File: src/rtl/mandala_sequencer.sv
// mandala_sequencer
// Frame-rate control sequencer for the mandala pattern generator. Once per
// frame (rising edge of vsync) it advances the animation and colour phases,
// counts the dwell time in the current mode and runs the ring-by-ring
// fade-out / mode change / fade-in sequence. The push buttons request a mode
// change or toggle pause.
//
// Ports
//   clk           pixel clock, all state on the rising edge
//   rst_n         asynchronous active-low reset
//   vsync         active-high vertical sync, synchronous to clk
//   btn_next      asynchronous push button, request next mode
//   btn_pause     asynchronous push button, toggle pause
//   auto_en       asynchronous level, enables timed auto-advance
//   speed         pattern step select, step = 1 << speed
//   pattern_count animation phase for the angle term (wraps at 1024)
//   color_count   base-colour phase (wraps at 256)
//   mode          current pattern mode
//   layer_mask    per-ring enable, bit 0 innermost
//   frame_tick    one-cycle pulse per frame
//   fading        high while fading out or in
`timescale 1ns/1ps

module mandala_sequencer #(
  parameter int MODE_FRAMES = 240,
  parameter int NUM_MODES   = 8
) (
  input  logic       clk,
  input  logic       rst_n,
  input  logic       vsync,
  input  logic       btn_next,
  input  logic       btn_pause,
  input  logic       auto_en,
  input  logic [1:0] speed,
  output logic [9:0] pattern_count,
  output logic [7:0] color_count,
  output logic [2:0] mode,
  output logic [7:0] layer_mask,
  output logic       frame_tick,
  output logic       fading
);

  localparam int DWELL_W = (MODE_FRAMES > 1) ? $clog2(MODE_FRAMES) : 1;
  localparam logic [DWELL_W-1:0] DWELL_LAST = DWELL_W'(MODE_FRAMES - 1);
  localparam logic [2:0]         MODE_LAST  = 3'(NUM_MODES - 1);

  localparam logic [1:0] S_RUN      = 2'd0;
  localparam logic [1:0] S_FADE_OUT = 2'd1;
  localparam logic [1:0] S_FADE_IN  = 2'd2;
  localparam logic [1:0] S_PAUSED   = 2'd3;

  function automatic logic [2:0] mode_inc(input logic [2:0] m);
    return (m == MODE_LAST) ? 3'd0 : m + 3'd1;
  endfunction

  // Dwell saturates so that enabling auto_en after a long manual stay
  // advances on the next frame instead of waiting for a counter wrap.
  function automatic logic [DWELL_W-1:0] dwell_inc(input logic [DWELL_W-1:0] d);
    return (d == DWELL_LAST) ? d : d + DWELL_W'(1);
  endfunction

  logic               vsync_d;
  logic               tick;
  logic               next_s0, next_s1, next_s2;
  logic               pause_s0, pause_s1, pause_s2;
  logic               auto_s0, auto_s1;
  logic               next_edge, pause_edge;
  logic               next_req, next_def, pause_req;
  logic [1:0]         state;
  logic [DWELL_W-1:0] dwell;
  logic [9:0]         step;

  logic [1:0]         state_nxt;
  logic [9:0]         pc_nxt;
  logic [7:0]         cc_nxt;
  logic [2:0]         mode_nxt;
  logic [7:0]         mask_nxt;
  logic [DWELL_W-1:0] dwell_nxt;
  logic               next_req_nxt, next_def_nxt, pause_req_nxt;

  assign tick       = vsync & ~vsync_d;
  assign next_edge  = next_s1 & ~next_s2;
  assign pause_edge = pause_s1 & ~pause_s2;
  assign step       = 10'd1 << speed;

  // next_def holds a next request that lost to a pause in RUN; it is only
  // honoured back in RUN, so it cannot step the mode while paused.
  always_comb begin
    state_nxt     = state;
    pc_nxt        = pattern_count;
    cc_nxt        = color_count;
    mode_nxt      = mode;
    mask_nxt      = layer_mask;
    dwell_nxt     = dwell;
    next_req_nxt  = next_req | next_edge;
    next_def_nxt  = next_def;
    pause_req_nxt = pause_req | pause_edge;
    if (tick) begin
      case (state)
        S_RUN: begin
          pc_nxt    = pattern_count + step;
          cc_nxt    = color_count + 8'd1;
          dwell_nxt = dwell_inc(dwell);
          if (pause_req) begin
            state_nxt     = S_PAUSED;
            pause_req_nxt = pause_edge;
            next_def_nxt  = next_def | next_req;
            next_req_nxt  = next_edge;
          end else if (next_req || next_def || (auto_s1 && dwell == DWELL_LAST)) begin
            // The advancing tick already drops the outermost ring.
            state_nxt    = S_FADE_OUT;
            mask_nxt     = layer_mask >> 1;
            dwell_nxt    = '0;
            next_req_nxt = next_edge;
            next_def_nxt = 1'b0;
          end
        end
        S_FADE_OUT: begin
          pc_nxt       = pattern_count + step;
          cc_nxt       = color_count + 8'd1;
          dwell_nxt    = '0;
          mask_nxt     = layer_mask >> 1;
          next_req_nxt = next_edge;
          next_def_nxt = 1'b0;
          if (layer_mask[7:1] == 7'h00) begin
            mode_nxt  = mode_inc(mode);
            state_nxt = S_FADE_IN;
          end
        end
        S_FADE_IN: begin
          pc_nxt       = pattern_count + step;
          cc_nxt       = color_count + 8'd1;
          dwell_nxt    = '0;
          mask_nxt     = {layer_mask[6:0], 1'b1};
          next_req_nxt = next_edge;
          next_def_nxt = 1'b0;
          if (layer_mask[6:0] == 7'h7F) begin
            state_nxt = S_RUN;
          end
        end
        default: begin
          mask_nxt = 8'hFF;
          if (pause_req) begin
            state_nxt     = S_RUN;
            pause_req_nxt = pause_edge;
          end else if (next_req) begin
            mode_nxt     = mode_inc(mode);
            dwell_nxt    = '0;
            next_req_nxt = next_edge;
          end
        end
      endcase
    end
  end

  always_ff @(posedge clk or negedge rst_n) begin
    if (!rst_n) begin
      vsync_d       <= 1'b0;
      frame_tick    <= 1'b0;
      next_s0       <= 1'b0;
      next_s1       <= 1'b0;
      next_s2       <= 1'b0;
      pause_s0      <= 1'b0;
      pause_s1      <= 1'b0;
      pause_s2      <= 1'b0;
      auto_s0       <= 1'b0;
      auto_s1       <= 1'b0;
      next_req      <= 1'b0;
      next_def      <= 1'b0;
      pause_req     <= 1'b0;
      state         <= S_RUN;
      pattern_count <= 10'd0;
      color_count   <= 8'd0;
      mode          <= 3'd0;
      layer_mask    <= 8'hFF;
      dwell         <= '0;
      fading        <= 1'b0;
    end else begin
      vsync_d       <= vsync;
      frame_tick    <= tick;
      next_s0       <= btn_next;
      next_s1       <= next_s0;
      next_s2       <= next_s1;
      pause_s0      <= btn_pause;
      pause_s1      <= pause_s0;
      pause_s2      <= pause_s1;
      auto_s0       <= auto_en;
      auto_s1       <= auto_s0;
      next_req      <= next_req_nxt;
      next_def      <= next_def_nxt;
      pause_req     <= pause_req_nxt;
      state         <= state_nxt;
      pattern_count <= pc_nxt;
      color_count   <= cc_nxt;
      mode          <= mode_nxt;
      layer_mask    <= mask_nxt;
      dwell         <= dwell_nxt;
      fading        <= (state_nxt == S_FADE_OUT) || (state_nxt == S_FADE_IN);
    end
  end

endmodule

File: config.mk
export PLATFORM = sky130hd
export DESIGN_NAME = mandala_sequencer
export DESIGN_NICKNAME = d
export VERILOG_FILES = /design/src/rtl/mandala_sequencer.sv
export SDC_FILE = /design/constraint.sdc
export NUM_CORES = 1
export LEC_CHECK = 0
export BUFFER_PORTS_ARGS = -buffer_cell sky130_fd_sc_hd__buf_2
export CAP_MARGIN = 5
export CORE_MARGIN = 2
export CORE_UTILIZATION = 50
export DETAILED_ROUTE_END_ITERATION = 8
export PLACE_DENSITY = 0.71
export SLEW_MARGIN = 0
export SYNTH_ARGS = -nofsm -noshare
export SYNTH_HDL_FRONTEND = slang
export SYNTH_SLANG_ARGS = --single-unit
export TNS_END_PERCENT = 30
File: constraint.sdc
create_clock -name clk -period 5.61 [get_ports clk]
set_clock_uncertainty 0.15 [all_clocks]
set_input_delay 0.2805 -clock clk [delete_from_list [all_inputs] [get_ports clk]]
set_output_delay 0.2805 -clock clk [all_outputs]
set_load 0.05 [all_outputs]
* After elaboration in Yosys (flattened, before gate mapping)
Cells that the tools add are included.
** Word-level totals
- Memories kept :: 0
- RAM bits :: 0
- Input port bits :: 8
- Memory bits (read-only) :: 0
- Logic and storage cells :: 98
- Latch bits :: 0
- Flip-flop bits (word level) :: 53
** Cells by class
- Bitwise gates (word level) :: 10
- $add $sub $neg :: 4
- Equal/unequal tests :: 13
- Multipliers :: 0
- $lt $le $gt $ge :: 0
- Shift operators :: 1
- Reduce and logical (&&, ||, !) cells :: 17
- Multiplexer cells :: 33
- Div/mod/pow operators :: 0
** Operators by type and width (number)
- 2-to-1 mux 8 bit :: 7
- case mux 8 bit (3 select lines) :: 1
- adder 8 x 1 -> 8 bit (second input constant) :: 2
- case mux 8 bit (2 select lines) :: 1
- 2-to-1 mux 2 bit :: 6
- 2-to-1 mux 3 bit :: 4
- adder 10 bit :: 1
- 2-to-1 mux 1 bit :: 10
- << shifter 1 x 2 -> 10 bit (first input constant) :: 1
- AND reduction 3 bit :: 3
- == test 8 bit (second input constant) :: 1
- == test 7 bit (second input constant) :: 1
- logical NOT 7 bit :: 1
- inequality test 2 bit (second input constant) :: 3
- case mux 2 bit (3 select lines) :: 1
- case mux 3 bit (2 select lines) :: 1
- AND reduction 5 bit :: 1
- == test 2 x 1 -> 1 bit (second input constant) :: 2
- == test 2 bit (second input constant) :: 2
- NOT 1 bit :: 4
- case mux 1 bit (2 select lines) :: 2
- nonzero test 2 bit :: 2
- OR reduction 2 bit :: 2
- adder 3 x 1 -> 3 bit (second input constant) :: 1
- 12 further kinds :: 18

* Longest topological paths before layout
Gate-level depths: netlist (run 1).
- Word-level depth :: 9
- Depth in mapped cells :: 9
- Mapped depth without buffers :: 9

* Worst setup path before layout (run 1)
Ideal clock, no wire load.
- Path type :: reg2reg
- Start point :: register pattern_count[0]
- End point :: register pattern_count[8]
- Setup time :: 141 ps
- Arrival :: 1976 ps
- Setup slack :: 3343 ps
- Cell stages (with the launch flop) :: 9
- Period minus slack after synthesis :: 2267 ps
- Cells stage by stage :: dfrtp_1 -> ha_1 -> inv_1 -> fa_1 -> nor2b_1 -> o21ai_0 -> a21oi_1 -> nand3_1 -> xnor2_1
** On the way
- Cells in the longest elaborated chain, start to end :: 1
** Ends and longest elaborated chain
- start, declared :: RTL line 35 : output logic [9:0] pattern_count,
- start signal, assigned :: RTL line 193 : pattern_count <= pc_nxt;
- adder 10 bit :: RTL line 101, 119, 131
No other way between the ends.
A chain may end at the register's enable or synchronous reset.

* Worst setup path after layout (run 1)
- Start point :: input port vsync
- End point :: register fading
** On the way
- Cells in the longest elaborated chain, start to end :: 4
- Elaborated cells on any way between the ends :: 5
** Ends and longest elaborated chain
- start, declared :: RTL line 30 : input logic vsync,
- AND 1 bit * :: RTL line 81 : assign tick = vsync & ~vsync_d;
- net tick :: RTL line 63 : logic tick;
- 2-to-1 mux 2 bit * :: RTL line 98 : if (tick) begin
- net state_nxt[1] :: RTL line 73 : logic [1:0] state_nxt;
- == test 2 x 1 -> 1 bit or == test 2 bit (tied branches) :: RTL line 198 : fading <= (state_nxt == S_FADE_OUT) || (state_nxt == S_FADE_IN);
- logical OR 1 bit * :: RTL line 198
- end signal, assigned :: RTL line 198
- end, declared :: RTL line 40 : output logic fading
The timed path passes the listed nets; every way through them passes the cells marked *.

==> summary.md, run 1 <==
| Metric | Value |
|---|---|
| Total CTS buffers | `5` |
| Seq/Total Area, Yosys | `51.5%` |
| Clock buffer depth | `2` |
| Post CTS Setup Buffer Count | `0` |
| Internal power | `799 uW` |
| YS warnings | `0` |
| Cell Area, Synth | `2590 um2` |
| Pins Over Slew Limit | `0` |
| Area Overhead vs Synth | `15.0%` |
| Die X | `76.0 um` |
| Period utilization | `43.1%` |
| WL final | `4910 um` |
| Synthesized Nets | `270` |
| CTS tree | `yes` |
| Critical path capture point type | `flop` |
| Port Buf Inserts | `38` |
| Status | `completed` |
| Synth unique cells | `42` |
| H-tree depth | `2` |
| Nature of the critical path startpoint | `input pin` |
| Post-DP HPWL | `3420 um` |
| Root Buffer | `clkbuf_8` |
| Pleak | `0.00142 uW` |
| Number of placement rows | `26` |
| Overflow after GRT | `0` |
| Core Box Area | `5040 um2` |
| Ports | `39` |
| DRT iter0 DRCs | `104` |
| DR pass1 iterations | `4` |
| First-pass GRT wire length | `8680 um` |
| Routed Antenna Nets | `0` |
| Clock power share | `14.1%` |
| Worst setup margin | `3.19 ns` |
| Worst-Margin Slew | `0.658 ns` |
| Pin count of the biggest net entering global routing | `54` |
| Antenna fix cells | `0` |
| Routed WL per cell | `13.4 um` |
| Number of max-cap violations | `0` |
| Logic pwr share | `46.1%` |
| Switching share of power | `48.3%` |
| Initial Utilization | `51.4%` |
| GR Util All Layers | `18.3%` |
| Seq cells post-synth | `53` |
| Final core utilization | `59.2%` |
| Pre-CTS WS | `3.40 ns` |
| Vias in the first global route | `1913` |
| Psw | `745 uW` |
| Top_reg_cell synth | `dfrtp_1` |
| Final Hold Viols | `0` |
| # setup viols final | `0` |
| Die height | `76.0 um` |
| Final RePlAce weighted congestion | `0.868` |
| TNS Setup | `0 ns` |
| Post-synth ARST share | `100%` |
| Cell taking the most area after synthesis | `dfrtp_1` |
| Fin nets | `315` |
| PwrDens | `518 nW/um2` |
| Top cell type's share of synthesized area | `43.4%` |
| Fin crit period | `2.42 ns` |
| Max Freq | `0.414 GHz` |
| Top post-synthesis cells by area | `dfrtp_1, dfstp_2, ha_1, o21ai_0, nand2_1` |
| CTS sink cnt | `53` |
| Sequential Power Share | `39.8%` |
| Cells after Synth | `249` |
| Final hold slack | `0.205 ns` |
| DR vias/cell | `5.44` |
| Max FO, Critical Path | `14` |
| Worst Hold Class | `flop to flop` |
| Req. time, crit path | `5.65 ns` |
| Die area | `5780 um2` |
| Synthesized area per cell | `10.4 um2` |
| RSZ-0062 raised after global routing | `no` |
| Rel. slew slack | `56.2%` |
| Clock Latency Late Sink | `0.31 ns` |
| Critical path class | `input pin to flop` |
| Fraction of layout instances using a drive strength above 1 | `21.0%` |
| Residual DRC count | `0` |
| Vias post-DR | `1986` |
| Post-synth EDFFs | `0` |
| CP arrival | `2.45 ns` |
| Clock transition at path regs | `0.10 ns` |
| Peak supply drop | `236 uV` |
| Initial antenna violation count | `0` |
## worst paths after layout
kind | from | to | slack, ns | cells after the start
worst max-delay path | vsync | fading | 3.19 | 7
worst min-delay path | next_s0 | next_s1 | 0.21 | 0
worst max register to register | state[0] | dwell[4] | 3.38 | 6
worst min register to register | next_s0 | next_s1 | 0.21 | 0
max in group asynchronous | rst_n | dwell[1] | 4.40 | 3
min in group asynchronous | rst_n | color_count[7] | 0.46 | 3
## sequential cells by signal, summed over array words and instances (netlist names), 2 cells and up
register / cells
color_count: 8
dwell: 8
layer_mask: 8
mode: 3
pattern_count: 10
state: 2
## cell usage after synthesis, types with 3 or more instances
cell      instances
dfstp_2           8
mux2_2            3
nand3_1          12
clkbuf_1          3
nor2_1           15
a21oi_1          13
nor2b_1           3
inv_1            12
xnor2_1           9
a21o_1            5
xor2_1            7
a32o_1            3
nand2_1          29
nand2b_1          4
o21ai_0          24
nand4_1           4
dfrtp_1          45
a221oi_1          6
and3_1            4
ha_1             12
## cells in the final DEF, fill, tap and decap left out, types with 5 or more instances in the layout
| cell type | n |
|---|---|
| a21o_1 | 5 |
| a21oi_1 | 13 |
| a221oi_1 | 6 |
| buf_2 | 38 |
| clkbuf_8 | 5 |
| dfrtp_1 | 45 |
| dfstp_2 | 8 |
| dlygate4sd3_1 | 5 |
| ha_1 | 12 |
| inv_1 | 12 |
| nand2_1 | 29 |
| nand3_1 | 12 |
| nor2_1 | 15 |
| o21ai_0 | 24 |
| xnor2_1 | 9 |
| xor2_1 | 7 |
## final cells by class
cell class                      count  area (um2)
Clock inverter                      3        22.5
Fill cell                         442        2060
Multi-Input combinational cell    177        1170
Inverter                           13        48.8
Sequential cell                    53        1340
Timing Repair Buffer               44         248
Tap cell                           70        87.6
Clock buffer                        5        68.8
## metrics by stage
step	std cells	power [uW]	cell area, um2
3_5_place_dp	352	1330	2840
6_report	365	1540	2980
3_3_place_gp	352	1320	2840
5_1_grt	365	1660	2980
2_1_floorplan	249	1170	2590
4_1_cts	365	1550	2980
## metal layers
metal	global-route usage (%)	vias up	wire length, um
met5	0	-	0
met1	24.7	959	2310
li1	-	971	-
met4	7.09	0	85
met2	29.7	45	2330
met3	3.44	11	176
## what timing repair did
action | CTS | global route
hold endpoints to repair | 49 | 0
setup endpoints to repair | 0 | 0
gates resized for setup | 0 | 0
hold buffers | 5 | 0
## kinds of logic after synthesis
| logic type | count (synthesis) | share of synthesized area (%) |
|---|---|---|
| adder cells (fa/ha/maj) | 13 | 6.56 |
| XOR/XNOR | 16 | 5.40 |
| AND/OR/NAND/NOR | 82 | 16.3 |
| buffers and inverters | 19 | 3.33 |
| multiplexers | 4 | 1.69 |
| AO/OA/AOI/OAI | 62 | 15.2 |
| flip-flops | 53 | 51.5 |
## power groups by stage
stage,Combinational [uW],Sequential [uW],Clock [uW]
after floorplan,304,864,0
after detailed placement,713,621,0
after global routing,782,633,241
after CTS,717,614,222
final,711,614,218
after global placement,701,615,0
## critical path, cell delays in order
cell	delay (ns)
dlygate4sd3_1	0.53
buf_2	0.13
nand2b_1	0.28
clkinv_1	0.31
nand2_1	0.45
o221ai_1	0.28
xor2_1	0.20
Power figures use the tool's default switching activity.
==> run 2, diff against run 1 <==
--- a/config.mk
+++ b/config.mk
@@ -5,6 +5,7 @@
 export SDC_FILE = /design/constraint.sdc
 export NUM_CORES = 1
 export LEC_CHECK = 0
+export ABC_AREA = 1
 export BUFFER_PORTS_ARGS = -buffer_cell sky130_fd_sc_hd__buf_2
 export CAP_MARGIN = 5
 export CORE_MARGIN = 2
==> constraint.sdc (replaced) <==
create_clock -name clk -period 2.5 [get_ports clk]
set_clock_uncertainty 0.15 [all_clocks]
set_input_delay 0.125 -clock clk [delete_from_list [all_inputs] [get_ports clk]]
set_output_delay 0.125 -clock clk [all_outputs]
set_load 0.05 [all_outputs]
==> run 2 against run 1 <==
  * Clock-buffer cell count up 1
  * Clock power up 110%
  * Register-to-register slack worse by 3.0 ns
  * Global-route usage down 0.80 points
  * Utilization down 0.26 points
  * Final cell count up 21%
  * Cell area up 8.1%
  * Non-clock buffer count unchanged
  * Sequential share of layout area down 3.3 points
  * Via count up 11%
  * Critical path type is now flop to flop
  * Critical endpoint is now dwell[4]
==> summary.md, run 2 <==
| Metric | Value |
|---|---|
| Vias post-DR | `2203` |
| CTS tree | `yes` |
| RSZ-0062 raised after global routing | `no` |
| CP arrival | `2.25 ns` |
| Period utilization | `86.1%` |
| Critical path class | `flop to flop` |
| Most common cell after layout, fill and taps aside | `nand2_1` |
| Clock buffer depth | `2` |
| Synth top cells by count | `nand2_1, inv_1, dfrtp_1` |
| Top post-synthesis cells by area | `dfrtp_1, nand2_1, dfstp_2, inv_1, o21ai_0` |
| Overflow after GRT | `0` |
| Worst-Margin Slew | `0.619 ns` |
| Final Hold Viols | `0` |
| TNS Setup | `0 ns` |
| DR WL met2 | `2290 um` |
| Req. time, crit path | `2.60 ns` |
| Fin crit period | `2.15 ns` |
| Hold_buf cts | `5` |
| Residual DRC count | `0` |
| Largest register by flop count | `pattern_count` |
| Pin count of the biggest net entering global routing | `28` |
| Number of placement rows | `27` |
| # setup viols final | `0` |
| Die height | `79.3 um` |
| Peak supply drop | `904 uV` |
| GR Util All Layers | `17.5%` |
| Routed Antenna Nets | `0` |
| Die area | `6280 um2` |
| Antenna fix cells | `0` |
| Post-synth ARST share | `100%` |
| Post CTS Setup Buffer Count | `0` |
| Clock Latency Late Sink | `0.31 ns` |
| DRT met1 WL | `2450 um` |
| Hold Path Sink | `pattern_count[0]` |
| Critical path capture point type | `flop` |
| Seq/Total Area, Yosys | `47.2%` |
| Top cell type's share of synthesized area | `39.8%` |
| Most frequent cells in the layout | `nand2_1, inv_1, dfrtp_1` |
| Core Box Area | `5470 um2` |
| Worst Hold Class | `input pin to flop` |
| Cell Area, Synth | `2830 um2` |
| Worst R2R Start | `state[1]` |
| Final core utilization | `58.9%` |
| First-pass GRT wire length | `8720 um` |
| CTS sink cnt | `53` |
| Top_reg_cell synth | `dfrtp_1` |
| Cells after Synth | `322` |
| Worst Reg-to-Reg Cells | `8` |
| Post-DP HPWL | `3810 um` |
| Synthesized Nets | `343` |
| Reg2reg setup slack | `0.35 ns` |
| Max Freq | `0.465 GHz` |
| H-tree depth | `2` |
| Pleak | `0.00163 uW` |
| Max FO, Critical Path | `9` |
| PwrDens | `1190 nW/um2` |
| HP Start | `speed[1]` |
| WL final | `5030 um` |
| Clock transition at path regs | `0.10 ns` |
| DRT iter0 DRCs | `131` |
| Status | `completed` |
| Final RePlAce weighted congestion | `0.890` |
| Fin nets | `389` |
| YS warnings | `0` |
| Nature of the critical path startpoint | `flop` |
| Post-synth EDFFs | `0` |
| Root Buffer | `clkbuf_8` |
| Hold depth | `5` |
| Total CTS buffers | `5` |
| Pins Over Slew Limit | `0` |
| Ports | `39` |
| Max Used Layer | `met4` |
| Number of max-cap violations | `0` |
| Port Buf Inserts | `38` |
| Met3 routed wirelength | `235 um` |
| Routed WL per cell | `11.4 um` |
| Initial antenna violation count | `0` |
| Die X | `79.3 um` |
| Initial Utilization | `51.8%` |
| Most frequent cell after synthesis | `nand2_1` |
| Synth unique cells | `37` |
| Max reg flops | `10` |
| Rel. slew slack | `58.7%` |
| DR vias/cell | `5.00` |
| Vias in the first global route | `1956` |
| Area Overhead vs Synth | `13.8%` |
| CTS resizes | `0` |
| Fraction of layout instances using a drive strength above 1 | `19.0%` |
| Reg2reg end | `dwell[4]` |
| DR pass1 iterations | `4` |
| Synthesized area per cell | `8.80 um2` |
| Cell taking the most area after synthesis | `dfrtp_1` |
| Seq cells post-synth | `53` |
-- run 2: metrics by stage --
step	setup WS [ns]	total power (uW)	area [um2]	hold WS [ns]	cells
after detailed placement	0.418	3370	3090	0.0259	428
after global routing	0.197	4130	3220	0.167	441
after CTS	0.379	3850	3220	0.125	441
final	0.348	3820	3220	0.131	441
after floorplan	0.278	2960	2830	-0.321	322
after global placement	0.492	3350	3090	0.0282	428
-- run 2: power breakdown --
group	internal, uW	switching [uW]
Sequential	1150	249
Combinational	537	1430
Clock	195	267
-- run 2: worst max path at each step --
stage / from / endpoint / depth (start not counted)
floorplan: pattern_count[0] / pattern_count[8] / 10
global placement: state[1] / dwell[4] / 8
detailed placement: state[1] / dwell[4] / 8
CTS: state[1] / dwell[4] / 8
global route: state[1] / dwell[4] / 8
finish: state[1] / dwell[4] / 8
-- run 2: area by class of cell --
cell class,instances,area (um2)
Clock inverter,2,10.0
Multi-Input combinational cell,215,1270
Sequential cell,53,1340
Clock buffer,6,72.6
Inverter,49,185
Tap cell,72,90.1
Timing Repair Buffer,44,260
Fill cell,502,2250
-- run 2: logic make-up after synthesis --
group | synth area share, %
buf+inv | 8.04
simple gates | 21.5
flops | 47.2
xor+xnor | 5.26
fa+ha+maj | 6.01
compound gates | 12.1
-- run 2: worst max-delay path, cell delays in order (launching register included) --
cell     delay [ns]
dfrtp_1        0.43
inv_1          0.20
ha_1           0.43
nor2_1         0.17
a21oi_4        0.27
inv_1          0.13
o21ai_0        0.18
nand3_1        0.09
inv_1          0.05
-- run 2: routing by layer --
metal  global-route usage [%]  up-vias
met5                        0        -
met4                     4.48        0
met3                     4.09        9
met2                     28.2       56
met1                     24.0     1010
li1                         -     1128
==> run 3, diff against run 2 <==
--- a/config.mk
+++ b/config.mk
@@ -8,6 +8,7 @@
 export ABC_AREA = 1
 export BUFFER_PORTS_ARGS = -buffer_cell sky130_fd_sc_hd__buf_2
 export CAP_MARGIN = 5
+export CORE_ASPECT_RATIO = 0.6
 export CORE_MARGIN = 2
 export CORE_UTILIZATION = 50
 export DETAILED_ROUTE_END_ITERATION = 8
==> run 3 against run 2 <==
  * Clock-buffer cell count decreased by 1
  * Combinational power about the same
  * Maximum frequency increased by 0.22%
  * Sequential power about the same
  * Sequential share of layout area decreased by 0.26 points
  * Sequential cell count unchanged
  * Utilization decreased by 0.12 points
  * Worst hold slack got worse by 0.0057 ns
  * Critical path depth unchanged
  * Total power increased by 4.5%
  * Register-to-register slack about the same
==> summary.md, run 3 (same netlist as run 2, synthesis figures left out) <==
| Metric | Value |
|---|---|
| First-pass GRT wire length | `9190 um` |
| Worst path most repeated cell | `inv_1` |
| Rel. slew slack | `56.4%` |
| Psw | `2010 uW` |
| Root Buffer | `clkbuf_8` |
| CTS resizes | `0` |
| PwrDens | `1230 nW/um2` |
| Fraction of layout instances using a drive strength above 1 | `19.2%` |
| Clock buffer depth | `2` |
| Peak supply drop | `697 uV` |
| Largest register by flop count | `pattern_count` |
| Number of max-cap violations | `0` |
| Max FO, Critical Path | `9` |
| RSZ-0062 raised after global routing | `no` |
| Total CTS buffers | `5` |
| Vias in the first global route | `2049` |
| Worst setup margin | `0.353 ns` |
| Vias post-DR | `2220` |
| Initial Utilization | `51.3%` |
| Worst Hold Class | `input pin to flop` |
| CP max stage delay | `0.42 ns` |
| Ports | `39` |
| Critical path class | `flop to flop` |
| Clock Latency Late Sink | `0.31 ns` |
| Overflow after GRT | `0` |
| Crit path cell chain | `inv_1 -> ha_1 -> nor2_1 -> a21oi_4 -> inv_1 -> o21ai_0 -> nand3_1 -> inv_1` |
| Critical path capture point type | `flop` |
| Area Overhead vs Synth | `14.5%` |
| Logic pwr share | `49.5%` |
| Final Hold Viols | `0` |
| Worst path top cell family by delay | `compound AO/OA/AOI/OAI gates` |
| WL final | `5290 um` |
| Fillers | `499` |
| Status | `completed` |
| Final core utilization | `58.8%` |
| GR Util All Layers | `18.2%` |
| Sequential Power Share | `35.2%` |
| DRT iter0 DRCs | `174` |
| Register area | `1340 um2` |
| Max reg flops | `10` |
| Most common cell after layout, fill and taps aside | `nand2_1` |
| DR pass1 iterations | `5` |
| Req. time, crit path | `2.60 ns` |
| Number of placement rows | `21` |
| Die height | `62.3 um` |
| H-tree depth | `2` |
| Pre-CTS WS | `0.390 ns` |
| DR vias/cell | `5.07` |
| Max Freq | `0.466 GHz` |
| Period utilization | `85.9%` |
| CTS tree | `yes` |
| # setup viols final | `0` |
| Die X | `101 um` |
| Residual DRC count | `0` |
| Hold_buf cts | `5` |
| Final RePlAce weighted congestion | `0.847` |
| Worst-Margin Slew | `0.653 ns` |
| Antenna fix cells | `0` |
| Fin nets | `389` |
| CP arrival | `2.25 ns` |
| Pleak | `0.00164 uW` |
| Post CTS Setup Buffer Count | `0` |
| Area of the multi-input gates | `1270 um2` |
| Internal power | `1990 uW` |
| CTS sink cnt | `53` |
| Port Buf Inserts | `38` |
| Clock power share | `15.3%` |
| Pin count of the biggest net entering global routing | `54` |
| Fin crit period | `2.15 ns` |
| Most frequent cells in the layout | `nand2_1, inv_1, dfrtp_1` |
| Routed Antenna Nets | `0` |
| Die area | `6300 um2` |
| Switching share of power | `50.2%` |
| CP max-delay cell | `dfrtp_1` |
| Clock transition at path regs | `0.10 ns` |
| Core Box Area | `5520 um2` |
| TNS Setup | `0 ns` |
| Crit path buffers/inverters | `3` |
| Post-DP HPWL | `3910 um` |
| Pins Over Slew Limit | `0` |
| Nature of the critical path startpoint | `flop` |
| Initial antenna violation count | `0` |
| Routed WL per cell | `12.1 um` |
| Power, Total | `3990 uW` |
-- run 3: layer usage --
metal  GRT usage [%]  part of all wire, %
met5               0                    0
met4            4.05                 0.38
met3            4.39                  4.6
met2            27.2                   43
met1            26.9                   52
-- run 3: per-stage QoR --
step	instances	area [um2]	hold slack, ns
6_report	438	3240	0.125
5_1_grt	438	3240	0.160
4_1_cts	438	3240	0.123
3_5_place_dp	425	3070	0.0846
3_3_place_gp	425	3070	0.0844
2_1_floorplan	322	2830	-0.321
-- run 3: layout make-up --
cell class	count	share of cell area, %
inverter	49	5.71
timing repair buffer	44	7.64
multi-input combinational	215	39.1
clock inverter	3	1.54
sequential	53	41.2
tap	69	2.66
clock buffer	5	2.12
-- run 3: power groups by stage --
stage          clock [uW]  combinational, uW  sequential, uW
2_1_floorplan           0                952            2010
3_3_place_gp            0               1950            1400
3_5_place_dp            0               1980            1420
4_1_cts               630               1980            1400
5_1_grt               677               2180            1440
6_report              611               1980            1400
-- run 3: path summary, 6_finish.rpt --
kind                          start          endpoint  slack (ns)  cells past startpoint
setup / recovery           state[1]          dwell[4]        0.35                      8
hold / removal             speed[1]  pattern_count[0]        0.13                      5
setup reg to reg           state[1]          dwell[4]        0.35                      8
hold reg to reg            pause_s0          pause_s1        0.21                      0
max in group asynchronous     rst_n           auto_s1        1.46                      3
min in group asynchronous     rst_n           mode[0]        0.31                      3
-- run 3: tightest hold or removal path: cells and delay by family --
family / cells / cell delay, ns
adder cells (fa/ha/maj): 1 / 0.13
buffers and inverters: 1 / 0.11
AND/OR/NAND/NOR: 3 / 0.19
